## config.mk

```make
export PLATFORM = sky130hd
export DESIGN_NAME = flop_en_r
export DESIGN_NICKNAME = d
export VERILOG_FILES = /design/src/rtl/flop_en_r.sv
export SDC_FILE = /design/constraint.sdc
export NUM_CORES = 1
export LEC_CHECK = 0
export ABC_AREA = 1
export BUFFER_PORTS_ARGS = -buffer_cell sky130_fd_sc_hd__buf_4
export CORE_UTILIZATION = 40
export CTS_CLUSTER_DIAMETER = 60
export DETAILED_ROUTE_END_ITERATION = 16
export GPL_ROUTABILITY_DRIVEN = 0
export PLACE_DENSITY = 0.74
export SYNTH_ARGS = -nofsm -noshare
export SYNTH_HDL_FRONTEND = slang
export SYNTH_SLANG_ARGS = --single-unit
```

## constraint.sdc

```tcl
create_clock -name clk -period 1.2 [get_ports clk]
set_input_delay 0.12 -clock clk [delete_from_list [all_inputs] [get_ports clk]]
set_output_delay 0.12 -clock clk [all_outputs]
set_load 0.01 [all_outputs]
```

## src/rtl/flop_en_r.sv

```systemverilog
// Parameterised D register with load enable and synchronous active-low reset.
// Holds datapath state that only updates in cycles where the controller asserts en.
module flop_en_r #(
    parameter int              WIDTH       = 32,
    parameter logic [WIDTH-1:0] RESET_VALUE = '0
) (
    input  logic             clk,
    input  logic             reset,
    input  logic             en,
    input  logic [WIDTH-1:0] d,
    output logic [WIDTH-1:0] q
);

    if (WIDTH < 1) begin : g_width_check
        $error("flop_en_r: WIDTH must be at least 1");
    end

    logic [WIDTH-1:0] q_d;
    logic [WIDTH-1:0] q_q;

    // Unknown reset/en falls to the default arm so simulation shows X instead of holding.
    always_comb begin
        q_d = q_q;
        case ({reset, en})
            2'b00, 2'b01: q_d = RESET_VALUE;
            2'b11:        q_d = d;
            2'b10:        q_d = q_q;
            default:      q_d = 'x;
        endcase
    end

    always_ff @(posedge clk) begin
        q_q <= q_d;
    end

    assign q = q_q;

endmodule

```

==> impl_metrics.toml <==
[sta]
fmax_mhz = 1007
setup_violations = 0
setup_ws_ps = 206.9
holdWs_ps = 90.80
final-max-slew-violation-count = 0
period_needed_ps = 993.1
tightest_slew_ps = 223.3
period_share_pct = 82.76
rsz0062_at_grt = "no"
setup_tns_ps = 0
hold_viol = 0
relSlewSlack_pct = 85.11

[drt]
vias_per_cell = 4.046
vias = 886
drt_pass1_iterations = 2
dr_wl_met3_um = 232
drt-met1-wl_um = 766
drt_iter0_markers = 19
top_layer = "met4"
post-route-drc-count = 0
wl_met2_mm = 1.198
post_drt_wl_per_cell_um = 10.28
wirelength_mm = 2.252
ant_nets = 0

[power_and_ir_drop]
power_frac_seq_pct = 59.1
p_sw_mw = 0.5351
p_sw_share_pct = 23.42
power.share.combinational_pct = 16.9
intPower_mw = 1.750
leakagePower_nw = 0.9662
power_mw = 2.285
p_per_area_mw_per_mm2 = 1172
irDropWorstVdd_v = 0.0006375
p_clk_share_pct = 24.0

[clocking]
cts.path.max_buffers = 2
cts_hold_buf = 0
ctsResizeCount = 0
cts.sinks = 32
post-cts-setup-buffer-count = 0
root_buffer = "clkbuf_4"
cts_tree = "done"
cts.reportedPaths.clkPinSlew_ps = 90
numCtsBuffers = 5
htreeDepth = 2

[critical_path]
end_kind = "output port"
cp_cell_sequence = "buf_4"
critPathTopFamily = "flip-flops"
worstSetupPathType = "reg2out"
arrival_ps = 870
crit_slowest_cell = "edfxtp_1"
crit_buf_inv = 1
cp-start-kind = "flip-flop"
max_stage_delay_ps = 390
crit_path_max_fanout = 1
cp.required_ps = 1080

[die]
fp.dieW_um = 59.85
num_rows = 20
fp.dieH_um = 59.85
core_area_mm2 = 0.003103
initial_utilization_pct = 43.15
top_level_ports = 67
die_area_mm2 = 0.003582

[grt]
grt_antenna_before_repair = 0
grt-ovfl-total = 0
grt_usage_pct = 14.51
grt_pass1_vias = 842
grt_pass1_wl_mm = 3.525
grt_max_degree = 33

[placed_design]
hpwl_mm = 1.673
io_buffers = 66
dpl_worst_slack_ps = 310.6

[cells_and_area]
antenna_cells = 0
synthToLayoutAreaGrowth_pct = 45.61
final_common_cell = "buf_4"
multi_input_area_um2 = 222.7
seq_area_um2 = 960.9
layout_common_cells = "buf_4 (66), inv_1 (33), edfxtp_1 (32)"
fillers = 279
final_nets = 209
drive_gt1_share_pct = 61.14
largest_register_ffs = 32

[status]
status = "complete, no violations"

[synthesis]
yosysSeqAreaShare_pct = 71.78
synthCells = 102
synth_cell_types = 8
netlist_area_mm2 = 0.001339
synthesis.nets = 137
avgSynthCellArea_um2 = 13.13
yosys_register_bits = 32
ys_warn_count = 0

[min_path]
min_path_type = "in2reg"

[job]
drv_cap = 0
-- worst paths after layout --
kind,slack (ps),end,start,cells past startpoint
max,210,q[31],q[31],1
min,90,q[23],d[23],3
-- metrics by stage --
stage	util [%]	area [µm²]	std cells
after CTS	62.82	1949	219
after floorplan	-	1341	102
final	62.82	1949	219
after detailed placement	61.17	1898	211
after global placement	61.17	1898	211
after global routing	62.82	1949	219
-- synthesized netlist by cell type --
master	count	area share (%)
buf_6	3	2.5
edfxtp_1	32	72
inv_1	33	9.3
nand2_1	1	0.28
nand2_2	1	0.47
nor2_1	2	0.56
nor2_2	27	13
nor2_4	3	2.5
-- power groups by stage --
stage	combinational (mW)	sequential [mW]	clock (mW)
detailed placement	0.392	1.38	0
finish	0.386	1.35	0.549
global route	0.418	1.36	0.640
global placement	0.385	1.37	0
CTS	0.393	1.35	0.584
floorplan	0.103	1.43	0
-- area by class of cell --
type                       count  area share [%]
sequential                    32           49.29
timing repair buffer          68           27.47
multi-input combinational     34           11.42
inverter                      33           6.354
tap                           44           2.824
clock buffer                   5           1.926
clock inverter                 3          0.7060
-- metal layers --
layer  vias to the layer above  track usage [%]
li1                        447                -
met1                       388            12.98
met2                        44            25.56
met3                         7            7.359
met4                         0            8.970
met5                         -                0
-- cell families (layout without fill, tap and decap cells) --
logic type,count (synthesis),after routing,share of synthesized area (%)
simple gates,34,34,16.45
buf+inv,36,109,11.78
flops,32,32,71.78
Power figures use the tool's default switching activity.
